<file path="src/rtl/pipelined_adder_tree_if.sv">
`default_nettype none
// ============================================================================
// Module      : pipelined_adder_tree_if
// Description : Handshake bundle for pipelined_adder_tree. It carries the
//               operand-side valid/ready channel (with acc/last sideband bits)
//               and the result-side valid/ready channel.
//   in_valid  : beat present on in_data
//   in_ready  : block can accept a beat this cycle
//   in_data   : LEN operands of N bits, index 0..LEN-1
//   in_acc    : beat belongs to an accumulation group
//   in_last   : last beat of an accumulation group (ignored when in_acc=0)
//   out_valid : result present
//   out_ready : consumer accepts the result
//   out_data  : N-bit sum result
//   out_beats : number of beats summed into out_data
// Revision    : 1.0 - initial release
// ============================================================================
interface pipelined_adder_tree_if #(
  parameter int N   = 32,
  parameter int LEN = 4,
  parameter int CW  = 16
);
  logic           in_valid;
  logic           in_ready;
  logic [N-1:0]   in_data [LEN];
  logic           in_acc;
  logic           in_last;
  logic           out_valid;
  logic           out_ready;
  logic [N-1:0]   out_data;
  logic [CW-1:0]  out_beats;

  // Producer / consumer side (drives operands, accepts results)
  modport master (
    output in_valid, in_data, in_acc, in_last, out_ready,
    input  in_ready, out_valid, out_data, out_beats
  );

  // Adder-tree side
  modport slave (
    input  in_valid, in_data, in_acc, in_last, out_ready,
    output in_ready, out_valid, out_data, out_beats
  );
endinterface
`default_nettype wire

</file>
<file path="src/rtl/pipelined_adder_tree.sv">
`default_nettype none
// ============================================================================
// Module      : pipelined_adder_tree
// Description : Fully pipelined reduction adder. Each accepted beat of LEN
//               N-bit operands is summed through a registered binary tree of
//               depth ceil(log2 LEN), then an accumulate/output stage either
//               emits the beat sum directly or folds it into an open
//               accumulation group. All arithmetic wraps modulo 2^N.
//   clk     : clock, rising edge
//   reset_n : asynchronous active-low reset
//   bus     : slave side of pipelined_adder_tree_if (both handshakes)
// Revision    : 1.0 - initial release
// ============================================================================
module pipelined_adder_tree #(
  parameter int N   = 32,
  parameter int LEN = 4,
  parameter int CW  = 16
) (
  input wire clk,
  input wire reset_n,
  pipelined_adder_tree_if.slave bus
);

  // Number of live nodes after k pairing levels.
  function automatic int lvl_width(input int k);
    int w;
    w = LEN;
    for (int i = 0; i < k; i++) w = (w + 1) / 2;
    return w;
  endfunction

  localparam int D = (LEN > 1) ? $clog2(LEN) : 0;

  // --------------------------------------------------------------------------
  // Global flow control: every stage moves together or holds together.
  // --------------------------------------------------------------------------
  logic r_out_valid;
  logic w_advance;

  assign w_advance   = !r_out_valid || bus.out_ready;
  assign bus.in_ready = w_advance;

  // --------------------------------------------------------------------------
  // Adder tree. Level 0 is the raw input beat; each later level is a register
  // stage holding ceil(previous/2) partial sums. Adjacent operands are paired
  // at every level; because addition modulo 2^N is associative and
  // commutative this yields the same depth and the same result as splitting
  // each node into its lower ceil(L/2) operands and the remainder.
  // --------------------------------------------------------------------------
  generate
    for (genvar k = 0; k <= D; k++) begin : g_lvl
      localparam int W = lvl_width(k);

      logic w_vld;
      logic w_acc;
      logic w_last;

      if (k == 0) begin : g_ctl_in
        assign w_vld  = bus.in_valid;
        assign w_acc  = bus.in_acc;
        assign w_last = bus.in_last;
      end else begin : g_ctl_reg
        logic r_vld;
        logic r_acc;
        logic r_last;

        always_ff @(posedge clk or negedge reset_n) begin
          if (!reset_n) begin
            r_vld  <= 1'b0;
            r_acc  <= 1'b0;
            r_last <= 1'b0;
          end else if (w_advance) begin
            r_vld  <= g_lvl[k-1].w_vld;
            r_acc  <= g_lvl[k-1].w_acc;
            r_last <= g_lvl[k-1].w_last;
          end
        end

        assign w_vld  = r_vld;
        assign w_acc  = r_acc;
        assign w_last = r_last;
      end

      for (genvar j = 0; j < W; j++) begin : g_node
        logic [N-1:0] w_sum;

        if (k == 0) begin : g_leaf
          assign w_sum = bus.in_data[j];
        end else begin : g_add
          localparam int PW = lvl_width(k - 1);

          logic [N-1:0] r_sum;
          logic [N-1:0] w_nxt;

          if (2 * j + 1 < PW) begin : g_pair
            assign w_nxt = g_lvl[k-1].g_node[2*j].w_sum + g_lvl[k-1].g_node[2*j+1].w_sum;
          end else begin : g_pass
            // Odd node out at this level: forward it to keep stage alignment.
            assign w_nxt = g_lvl[k-1].g_node[2*j].w_sum;
          end

          always_ff @(posedge clk or negedge reset_n) begin
            if (!reset_n) begin
              r_sum <= '0;
            end else if (w_advance) begin
              r_sum <= w_nxt;
            end
          end

          assign w_sum = r_sum;
        end
      end
    end
  endgenerate

  // --------------------------------------------------------------------------
  // Accumulate / output stage
  // --------------------------------------------------------------------------
  logic [N-1:0]  w_tree_sum;
  logic          w_tree_vld;
  logic          w_tree_acc;
  logic          w_tree_last;

  assign w_tree_sum  = g_lvl[D].g_node[0].w_sum;
  assign w_tree_vld  = g_lvl[D].w_vld;
  assign w_tree_acc  = g_lvl[D].w_acc;
  assign w_tree_last = g_lvl[D].w_last;

  logic [N-1:0]  r_acc_sum;
  logic [CW-1:0] r_cnt;
  logic [N-1:0]  r_out_data;
  logic [CW-1:0] r_out_beats;

  always_ff @(posedge clk or negedge reset_n) begin
    if (!reset_n) begin
      r_out_valid <= 1'b0;
      r_out_data  <= '0;
      r_out_beats <= '0;
      r_acc_sum   <= '0;
      r_cnt       <= '0;
    end else if (w_advance) begin
      // Default: a bubble or a non-final group beat produces no result. The
      // held out_data/out_beats are don't-care once valid drops.
      r_out_valid <= 1'b0;
      if (w_tree_vld) begin
        if (!w_tree_acc) begin
          // Standalone beat: bypasses, and leaves, any open group.
          r_out_valid <= 1'b1;
          r_out_data  <= w_tree_sum;
          r_out_beats <= CW'(1);
        end else if (!w_tree_last) begin
          r_acc_sum <= r_acc_sum + w_tree_sum;
          r_cnt     <= r_cnt + CW'(1);
        end else begin
          r_out_valid <= 1'b1;
          r_out_data  <= r_acc_sum + w_tree_sum;
          r_out_beats <= r_cnt + CW'(1);
          r_acc_sum   <= '0;
          r_cnt       <= '0;
        end
      end
    end
  end

  assign bus.out_valid = r_out_valid;
  assign bus.out_data  = r_out_data;
  assign bus.out_beats = r_out_beats;

endmodule
`default_nettype wire

</file>
<file path="src/flat_wrapper.sv">
// flat-port wrapper written by rule: the top's interface ports become plain ports
module pipelined_adder_tree_flat 
#(
  parameter int N   = 32,
  parameter int LEN = 4,
  parameter int CW  = 16
)
  (clk, reset_n, bus_in_valid, bus_in_data, bus_in_acc, bus_in_last, bus_out_ready, bus_in_ready, bus_out_valid, bus_out_data, bus_out_beats);
  pipelined_adder_tree_if #(.N(N), .LEN(LEN), .CW(CW)) bus_i ();
  input wire clk;
  input wire reset_n;
  input wire logic [$bits(bus_i.in_valid)-1:0] bus_in_valid;
  input wire logic [$bits(bus_i.in_data)-1:0] bus_in_data;
  input wire logic [$bits(bus_i.in_acc)-1:0] bus_in_acc;
  input wire logic [$bits(bus_i.in_last)-1:0] bus_in_last;
  input wire logic [$bits(bus_i.out_ready)-1:0] bus_out_ready;
  output wire logic [$bits(bus_i.in_ready)-1:0] bus_in_ready;
  output wire logic [$bits(bus_i.out_valid)-1:0] bus_out_valid;
  output wire logic [$bits(bus_i.out_data)-1:0] bus_out_data;
  output wire logic [$bits(bus_i.out_beats)-1:0] bus_out_beats;
  assign bus_i.in_valid = bus_in_valid;
  assign bus_i.in_data = {>>{bus_in_data}};
  assign bus_i.in_acc = bus_in_acc;
  assign bus_i.in_last = bus_in_last;
  assign bus_i.out_ready = bus_out_ready;
  assign bus_in_ready = bus_i.in_ready;
  assign bus_out_valid = bus_i.out_valid;
  assign bus_out_data = bus_i.out_data;
  assign bus_out_beats = bus_i.out_beats;
  pipelined_adder_tree #(.N(N), .LEN(LEN), .CW(CW)) u_core (.clk(clk), .reset_n(reset_n), .bus(bus_i));
endmodule
</file>
<file path="config.mk">
export PLATFORM = sky130hd
export DESIGN_NAME = pipelined_adder_tree_flat
export DESIGN_NICKNAME = d
export VERILOG_FILES = /design/src/rtl/pipelined_adder_tree_if.sv /design/src/rtl/pipelined_adder_tree.sv /design/src/flat_wrapper.sv
export SDC_FILE = /design/constraint.sdc
export NUM_CORES = 1
export LEC_CHECK = 0
export ABC_AREA = 1
export CORE_ASPECT_RATIO = 1.1
export CORE_MARGIN = 2
export CORE_UTILIZATION = 40
export CTS_BUF_LIST = sky130_fd_sc_hd__clkbuf_4 sky130_fd_sc_hd__clkbuf_8
export DETAILED_ROUTE_END_ITERATION = 8
export PLACE_DENSITY = 0.72
export SETUP_SLACK_MARGIN = 0.02
export SYNTH_ARGS = -nofsm -noshare
export SYNTH_HDL_FRONTEND = slang
export SYNTH_SLANG_ARGS = --single-unit
</file>
<file path="constraint.sdc">
create_clock -name clk -period 2.5 [get_ports clk]
set_input_delay 0.375 -clock clk [delete_from_list [all_inputs] [get_ports clk]]
set_output_delay 0.375 -clock clk [all_outputs]
set_load 0.02 [all_outputs]
</file>
---- After elaboration in Yosys (flattened, before gate mapping) ----
Cells that the tools add are included.
word-level totals
  input port bits ......................... 134
  register bits ........................... 199
  word-level logic and storage cells ...... 33
  output and inout bits ................... 50
cells by class
  equal/unequal tests ..................... 1
  reductions and logical operators ........ 4
  $add $sub $neg .......................... 5
  mux-type cells .......................... 9
operators by type and width
  operator                                       count
  adder 32 bit                                   4
  2-to-1 mux 32 bit                              3
  2-to-1 mux 16 bit                              3
  adder 16 x 1 -> 16 bit, second input constant  1
  AND reduction 3 bit                            2
  2-to-1 mux 1 bit                               3
  inequality test 2 bit, second input constant   1
  logical NOT 1 bit                              1
  logical OR 1 bit                               1

---- Longest topological paths before layout ----
Gate-level depths: netlist of run 1.
  depth after elaboration ................. 3
  mapped depth ............................ 14
  depth with buffers taken out ............ 14

---- Least setup slack after synthesis of run 1 ----
OpenSTA, ideal clock, no wires.
  path kind ............................... register -> register
  from .................................... register u_core.g_lvl[1].g_node[1].g_add.r_sum[0]
  to ...................................... register u_core.g_lvl[2].g_node[0].g_add.r_sum[14]
  data arrival time ....................... 1.836 ns
  setup time .............................. 0.134 ns
  cell stages (with the launch flop) ...... 12
  clock period less this slack ............ 1.970 ns
  buffers on the path ..................... 0
  required time ........................... 2.366 ns
  setup slack ............................. 0.530 ns
  path through ............................ dfrtp_1 -> ha_1 -> fa_1 -> nand2_1 -> o21ai_2 -> nand2_1 -> nand2_1 -> nand2_1 -> nand2_1 -> or2_2 -> nand3_1 -> o21ai_0
on the way
  longest elaborated chain between the ends .. 1
RTL lines
  item                    RTL line                     source
  from (decl)             pipelined_adder_tree.sv:92   logic [N-1:0] r_sum;
  from (signal assigned)  pipelined_adder_tree.sv:106  r_sum <= w_nxt;
  adder 32 bit            pipelined_adder_tree.sv:96   assign w_nxt = g_lvl[k-1].g_node[2*j].w_sum + g_lvl[k-1].g_node[2*j+1].w_sum;
  to (signal assigned)    pipelined_adder_tree.sv:106
  to (decl)               pipelined_adder_tree.sv:92
Every way passes these cells.
A chain may end at the register's enable or synchronous reset.

---- Worst setup path in the final report of run 1 ----
Ends and elaborated chain as after synthesis.

==> results.json, run 1 <==
{
  "status": "finished, final reports clean",
  "grt_overflow": 0,
  "drv_slew": 0,
  "dp.cells": 3334,
  "stdcell_area_um2": 19700,
  "area_delta_synth_final_pct": 19.1,
  "clk_latency_ns": 0.54,
  "antennaDiodeCount": 0,
  "maxCapViolations": 0,
  "fin_nets": 3097,
  "fillCellCount": 4301,
  "fp-row-count": 78,
  "die_h_um": 217,
  "boundaryPins": 184,
  "final-hold-violation-count": 0,
  "required_ns": 2.91,
  "clkTransAtPathRegs_ns": 0.13,
  "gp_congestion": 0.938,
  "critical_path_class": "register to register",
  "cts_root_buf": "clkbuf_8",
  "placed_area_um2": 19300,
  "drcViolationCount": 0,
  "ir_drop_uv": 545,
  "synth.ff_latch_count": 199,
  "avgSynthCellArea_um2": 6.29,
  "yosys.area_share.simple_pct": 37.0,
  "skew_ns": 0.0198,
  "cts_buffer_depth": 2,
  "p_per_area_nw_per_um2": 1110,
  "cts_tree": "built",
  "synthAdderAreaFrac_pct": 9.95,
  "p_leak_nw": 10.6,
  "r2r_slack_ns": 0.16,
  "detail_route.iter0.violations": 795,
  "synthCells": 2630,
  "synthXorXnorAreaFrac_pct": 3.13,
  "synth_mux_area_share_pct": 0,
  "first_global_vias": 16500,
  "drive_above_1_share_pct": 3.69,
  "crit_arrival_ns": 2.75,
  "synth-edff-count": 0,
  "relSlewSlack_pct": 60.2,
  "dieArea_um2": 43000,
  "finalSetupViolations": 0,
  "critPathLaunch": "u_core.g_lvl[1].g_node[1].g_add.r_sum[0]",
  "ys.warnings.count": 0,
  "htreeDepth": 4,
  "wire_per_inst_um": 14.5,
  "portBuffers": 183,
  "grt_usage_pct": 23.3,
  "rr_startpoint": "u_core.g_lvl[1].g_node[1].g_add.r_sum[0]",
  "grt_pass1_wl_mm": 80.3,
  "cp-end-kind": "register",
  "critPathMaxFanout": 4,
  "final.period_utilization_pct": 93.4,
  "initial_core_util_pct": 40.3,
  "fin_crit_ns": 2.34,
  "numCtsBuffers": 17,
  "antenna_found_initial": 0,
  "fmax_mhz": 428,
  "drt_wl_total_mm": 48.9,
  "viasPerCell": 5.02,
  "cp-start-kind": "register",
  "die_w_um": 198,
  "synth_compound_area_share_pct": 10.2,
  "syn_nets": 2893,
  "vias": 16900,
  "coreArea_um2": 41000,
  "hold_class": "input pin to asynchronous set/reset pin",
  "rsz0062_at_grt": "no",
  "netlist_area_um2": 16500,
  "async_flop_share_pct": 100,
  "drt_first_pass_iters": 5,
  "cts_sinks": 199,
  "dpl.hpwl_mm": 40.0,
  "synth_cell_types": 39,
  "synth_top_family_by_area": "simple AND/OR/NAND/NOR gates",
  "antenna_left": 0,
  "grt_max_degree": 132,
  "worst_pin_slew_ns": 0.590,
  "final_cell_count_no_fill": 3367,
  "reg2regPathDepth": 11,
  "fin_util_pct": 48.0,
  "synth_top_flop_cell": "dfrtp_1",
  "synth_seq_area_share_pct": 30.1
}
## worst paths after layout
| path | end |
|---|---|
| setup / recovery | u_core.g_lvl[2].g_node[0].g_add.r_sum[14] |
| hold / removal | u_core.r_cnt[11] |
| setup reg to reg | u_core.g_lvl[2].g_node[0].g_add.r_sum[14] |
| hold reg to reg | u_core.bus.out_data[14] |
| max in group asynchronous | u_core.g_lvl[2].g_node[0].g_add.r_sum[24] |
| min in group clk | u_core.g_lvl[1].g_ctl_reg.r_vld |
## stage by stage
stage | setup slack, ns | setup TNS [ns] | power (mW) | hold WS, ns
3_5_place_dp | -0.0559 | -0.0910 | 19.6 | 0.354
3_3_place_gp | -0.00710 | -0.00710 | 19.3 | 0.353
6_report | 0.165 | 0 | 21.8 | 0.348
2_1_floorplan | 0.530 | 0 | 15.1 | 0.0794
4_1_cts | 0.130 | 0 | 21.8 | 0.324
5_1_grt | 0.0203 | 0 | 24.0 | 0.356
## report_power, final
part / switching [mW] / internal, mW / leakage, nW / total, mW
Clock: 1.45 / 0.789 / 0.204 / 2.24
Sequential: 1.12 / 4.60 / 2.45 / 5.72
Combinational: 8.75 / 5.10 / 7.93 / 13.8
## cells in the mapped netlist, types with 4 or more instances
| cell | number | area (µm²) |
|---|---|---|
| nor3_1 | 22 | 110 |
| nor2_1 | 211 | 792 |
| nand4_1 | 20 | 125 |
| o21ai_0 | 145 | 726 |
| xor2_1 | 12 | 105 |
| or2_2 | 9 | 56.3 |
| dfrtp_1 | 199 | 4980 |
| o21ai_1 | 13 | 65.1 |
| nand3b_1 | 9 | 67.6 |
| clkbuf_1 | 20 | 75.1 |
| inv_1 | 366 | 1370 |
| o21bai_1 | 10 | 75.1 |
| fa_1 | 4 | 80.1 |
| nand3_1 | 171 | 856 |
| buf_2 | 15 | 75.1 |
| a21o_1 | 5 | 37.5 |
| ha_1 | 125 | 1560 |
| nand2_1 | 1053 | 3950 |
| xnor2_1 | 47 | 412 |
| inv_2 | 4 | 15.0 |
| a22o_1 | 7 | 61.3 |
| a21oi_1 | 124 | 621 |
| buf_1 | 7 | 26.3 |
| o22ai_1 | 8 | 50.1 |
## sequential cells by signal, indices dropped and copies added (netlist names)
name,cells
u_core.g_lvl.g_node.g_add.r_sum,96
u_core.bus.out_data,32
u_core.r_acc_sum,32
u_core.bus.out_beats,16
u_core.r_cnt,16
u_core.g_lvl.g_ctl_reg.r_acc,2
u_core.g_lvl.g_ctl_reg.r_last,2
u_core.g_lvl.g_ctl_reg.r_vld,2
u_core.bus.out_valid,1
## cell families (layout without fill, tap and decap cells)
kind of cell / Yosys count / after routing
adder cells (fa/ha/maj): 129 / 129
XOR/XNOR: 59 / 59
flip-flops: 199 / 199
AND/OR/NAND/NOR: 1509 / 1509
AO/OA/AOI/OAI: 318 / 318
buffers and inverters: 416 / 633
## final cells by class
class	count	area, µm²	area share (%)
Clock buffer	17	234	1.19
Clock inverter	15	179	0.909
Inverter	371	1400	7.09
Multi-Input combinational cell	2015	9970	50.6
Sequential cell	199	4980	25.3
Tap cell	520	651	3.31
Timing Repair Buffer	230	2280	11.6
## layout by cell type (no fill, tap or decap), types with 4 or more instances in the layout
master              n
nand2_1          1052
fa_1                4
clkbuf_8           18
nand3_1           170
xnor2_1            47
o21ai_1            13
a21oi_1           124
nor2_1            211
inv_8               8
buf_12              7
clkdlybuf4s50_1   182
dfrtp_1           199
nor3_1             22
o22ai_1             8
buf_4              39
inv_1             366
or2_2               9
a22o_1              7
xor2_1             12
ha_1              125
a21o_1              5
o21ai_0           145
inv_2               4
o21bai_1           10
nand3b_1            9
nand4_1            20
## metal layers
metal | vias to the layer above | global-route usage [%] | wire [µm] | part of all wire, %
li1 | 8692 | - | - | -
met2 | 409 | 42.1 | 24100 | 49
met3 | 71 | 2.48 | 1880 | 3.8
met5 | - | 0 | 0 | 0
met1 | 7746 | 28.8 | 21600 | 44
met4 | 0 | 7.57 | 1380 | 2.8
## worst max-delay path, cell delays in order, from the launching register on
cell and delay (ns):
dfrtp_1 0.40, ha_1 0.26, fa_1 0.47, nand2_1 0.15
o21ai_2 0.10, nand2_1 0.08, nand2_1 0.11, nand2_1 0.09
nand2_1 0.07, or2_2 0.27, nand3_1 0.10, o21ai_0 0.12
## timing repair
item / 4_1_cts / 5_1_grt
hold endpoints to repair: 44 / 0
resized for setup: 0 / 2
hold buffers: 1 / 0
setup endpoints to repair: 0 / 6
setup buffers: 0 / 0
Note: power is estimated with default switching activity, not from simulation.
==> inputs of run 2 (changes only) <==
--- a/config.mk
+++ b/config.mk
@@ -10,6 +10,7 @@
 export CORE_MARGIN = 2
 export CORE_UTILIZATION = 40
 export CTS_BUF_LIST = sky130_fd_sc_hd__clkbuf_4 sky130_fd_sc_hd__clkbuf_8
+export CTS_CLUSTER_SIZE = 24
 export DETAILED_ROUTE_END_ITERATION = 8
 export PLACE_DENSITY = 0.72
 export SETUP_SLACK_MARGIN = 0.02
==> results of run 2 <==
No change in the layout: final DEF, timing and power equal those of run 1.
==> inputs of run 3 (changes only) <==
--- a/config.mk
+++ b/config.mk
@@ -12,6 +12,7 @@
 export CTS_BUF_LIST = sky130_fd_sc_hd__clkbuf_4 sky130_fd_sc_hd__clkbuf_8
 export CTS_CLUSTER_SIZE = 24
 export DETAILED_ROUTE_END_ITERATION = 8
+export GPL_ROUTABILITY_DRIVEN = 0
 export PLACE_DENSITY = 0.72
 export SETUP_SLACK_MARGIN = 0.02
 export SYNTH_ARGS = -nofsm -noshare
==> constraint.sdc (replaced) <==
create_clock -name clk -period 2.7 [get_ports clk]
set_input_delay 0.405 -clock clk [delete_from_list [all_inputs] [get_ports clk]]
set_output_delay 0.405 -clock clk [all_outputs]
set_load 0.02 [all_outputs]
==> run 3 against run 2 <==
Highest routed layer unchanged. Largest cell class unchanged. Cell count down 0.92%. Sequential cell count unchanged. Core utilization down 0.70 points. Non-clock buffer count down 31. Combinational power down 9%. Sequential power down 6.6%. Critical path depth up 3.
==> results.json, run 3 (synthesized netlist as in run 1, its figures left out) <==
{
  "viasPerCell": 5.07,
  "drt_wl_total_mm": 46.9,
  "final_cell_mix": "nand2_1 (1,053), inv_1 (366), nor2_1 (211), dfrtp_1 (199), clkdlybuf4s50_1 (182)",
  "cp_num_buf_inv": 0,
  "grt_usage_pct": 22.2,
  "numCtsBuffers": 17,
  "dpl.hpwl_mm": 37.8,
  "drv_slew": 0,
  "pre_cts_slack_ns": 0.0689,
  "cp-end-kind": "register",
  "initial_core_util_pct": 40.3,
  "htreeDepth": 4,
  "portBuffers": 183,
  "cts_root_buf": "clkbuf_8",
  "fin_nets": 3066,
  "coreArea_um2": 41000,
  "cts_sinks": 199,
  "clk_latency_ns": 0.50,
  "final_cell_count_no_fill": 3336,
  "rsz0062_at_grt": "no",
  "hold_class": "input pin to asynchronous set/reset pin",
  "dieArea_um2": 43000,
  "finalSetupViolations": 0,
  "cts_tree": "built",
  "crit_family": "simple AND/OR/NAND/NOR gates",
  "relSlewSlack_pct": 66.3,
  "maxCapViolations": 0,
  "r2r_slack_ns": 0.28,
  "clkTransAtPathRegs_ns": 0.12,
  "critPathSlowestCell": "fa_1",
  "slowest_delay_ns": 0.46,
  "drcViolationCount": 0,
  "crit_arrival_ns": 2.81,
  "final_common_cell": "nand2_1",
  "fmax_mhz": 413,
  "worst_pin_slew_ns": 0.506,
  "cp-start-kind": "register",
  "final-hold-violation-count": 0,
  "die_w_um": 198,
  "fin_crit_ns": 2.42,
  "antenna_left": 0,
  "grt_max_degree": 117,
  "cts_buffer_depth": 2,
  "fin_util_pct": 47.3,
  "area_delta_synth_final_pct": 17.3,
  "largest_reg_flops": 96,
  "wire_per_inst_um": 14.0,
  "antenna_found_initial": 0,
  "required_ns": 3.09,
  "p_per_area_nw_per_um2": 1020,
  "critical_path_class": "register to register",
  "cp_cell_sequence": "ha_1, fa_1, nand3_1, nand3_2, nand2_1, nand2_1, nand2_1, nand2_1, nand2_1, nand2_1, nand2_1, nand3_1, nand2_1, nand2_1",
  "largest_register": "u_core.g_lvl.g_node.g_add.r_sum",
  "fp-row-count": 78,
  "setup_ws_ns": 0.277,
  "status": "finished, final reports clean",
  "vias": 16900,
  "grt_overflow": 0,
  "p_leak_nw": 10.4,
  "ir_drop_uv": 432,
  "drive_above_1_share_pct": 2.59,
  "skew_ns": 0.0184,
  "critPathMostFrequentCell": "nand2_1",
  "tns_ns": 0,
  "dp.cells": 3303,
  "drt_first_pass_iters": 5,
  "final.period_utilization_pct": 89.7,
  "detail_route.iter0.violations": 1177,
  "boundaryPins": 184,
  "first_global_vias": 16400,
  "critPathMaxFanout": 4,
  "die_h_um": 217,
  "antennaDiodeCount": 0,
  "grt_pass1_wl_mm": 77.9
}
==> run 3: per-layer routing <==
layer  wire length (µm)  up-vias  global-route usage [%]
met5                  0        -                       0
met4               1210        0                    7.07
met3               2340       74                    2.25
met2              22800      518                    40.0
met1              20600     7673                    27.7
li1                   -     8634                       -
==> run 3: layout make-up <==
type | count | area, µm²
timing repair buffer | 199 | 2030
multi-input combinational | 2015 | 9970
tap | 520 | 651
sequential | 199 | 4980
inverter | 371 | 1400
clock inverter | 14 | 131
clock buffer | 18 | 241
fill | 4229 | 21600
==> run 3: metrics by stage <==
step	hold WS, ns	total power, mW	area, µm²
floorplan	0.109	14.0	16500
global placement	0.395	17.5	19000
detailed placement	0.399	17.8	19000
CTS	0.411	19.8	19400
global route	0.435	21.8	19400
finish	0.423	19.8	19400
==> run 3: worst paths after layout <==
path                                                           from                                         to  depth (start not counted)
setup / recovery           u_core.g_lvl[2].g_node[0].g_add.r_sum[0]                    u_core.bus.out_data[22]                         14
setup reg to reg           u_core.g_lvl[2].g_node[0].g_add.r_sum[0]                    u_core.bus.out_data[22]                         14
hold / removal                                              reset_n                    u_core.bus.out_beats[9]                          2
min in group clk                                         bus_in_acc            u_core.g_lvl[1].g_ctl_reg.r_acc                          3
max in group asynchronous                                   reset_n  u_core.g_lvl[1].g_node[0].g_add.r_sum[23]                          3
hold reg to reg                             u_core.bus.out_data[14]                    u_core.bus.out_data[14]                          2
==> run 3: where the power goes <==
part	internal (mW)	total, mW	switching [mW]
registers	4.26	5.34	1.08
logic	4.59	12.5	7.94
clock network	0.693	1.90	1.21
==> run 3: repair_timing <==
action	4_1_cts	5_1_grt
endpoints found under the setup margin	0	1
hold endpoints to repair	50	0
gates resized for setup	0	1
hold buffers	1	0
setup buffers	0	0
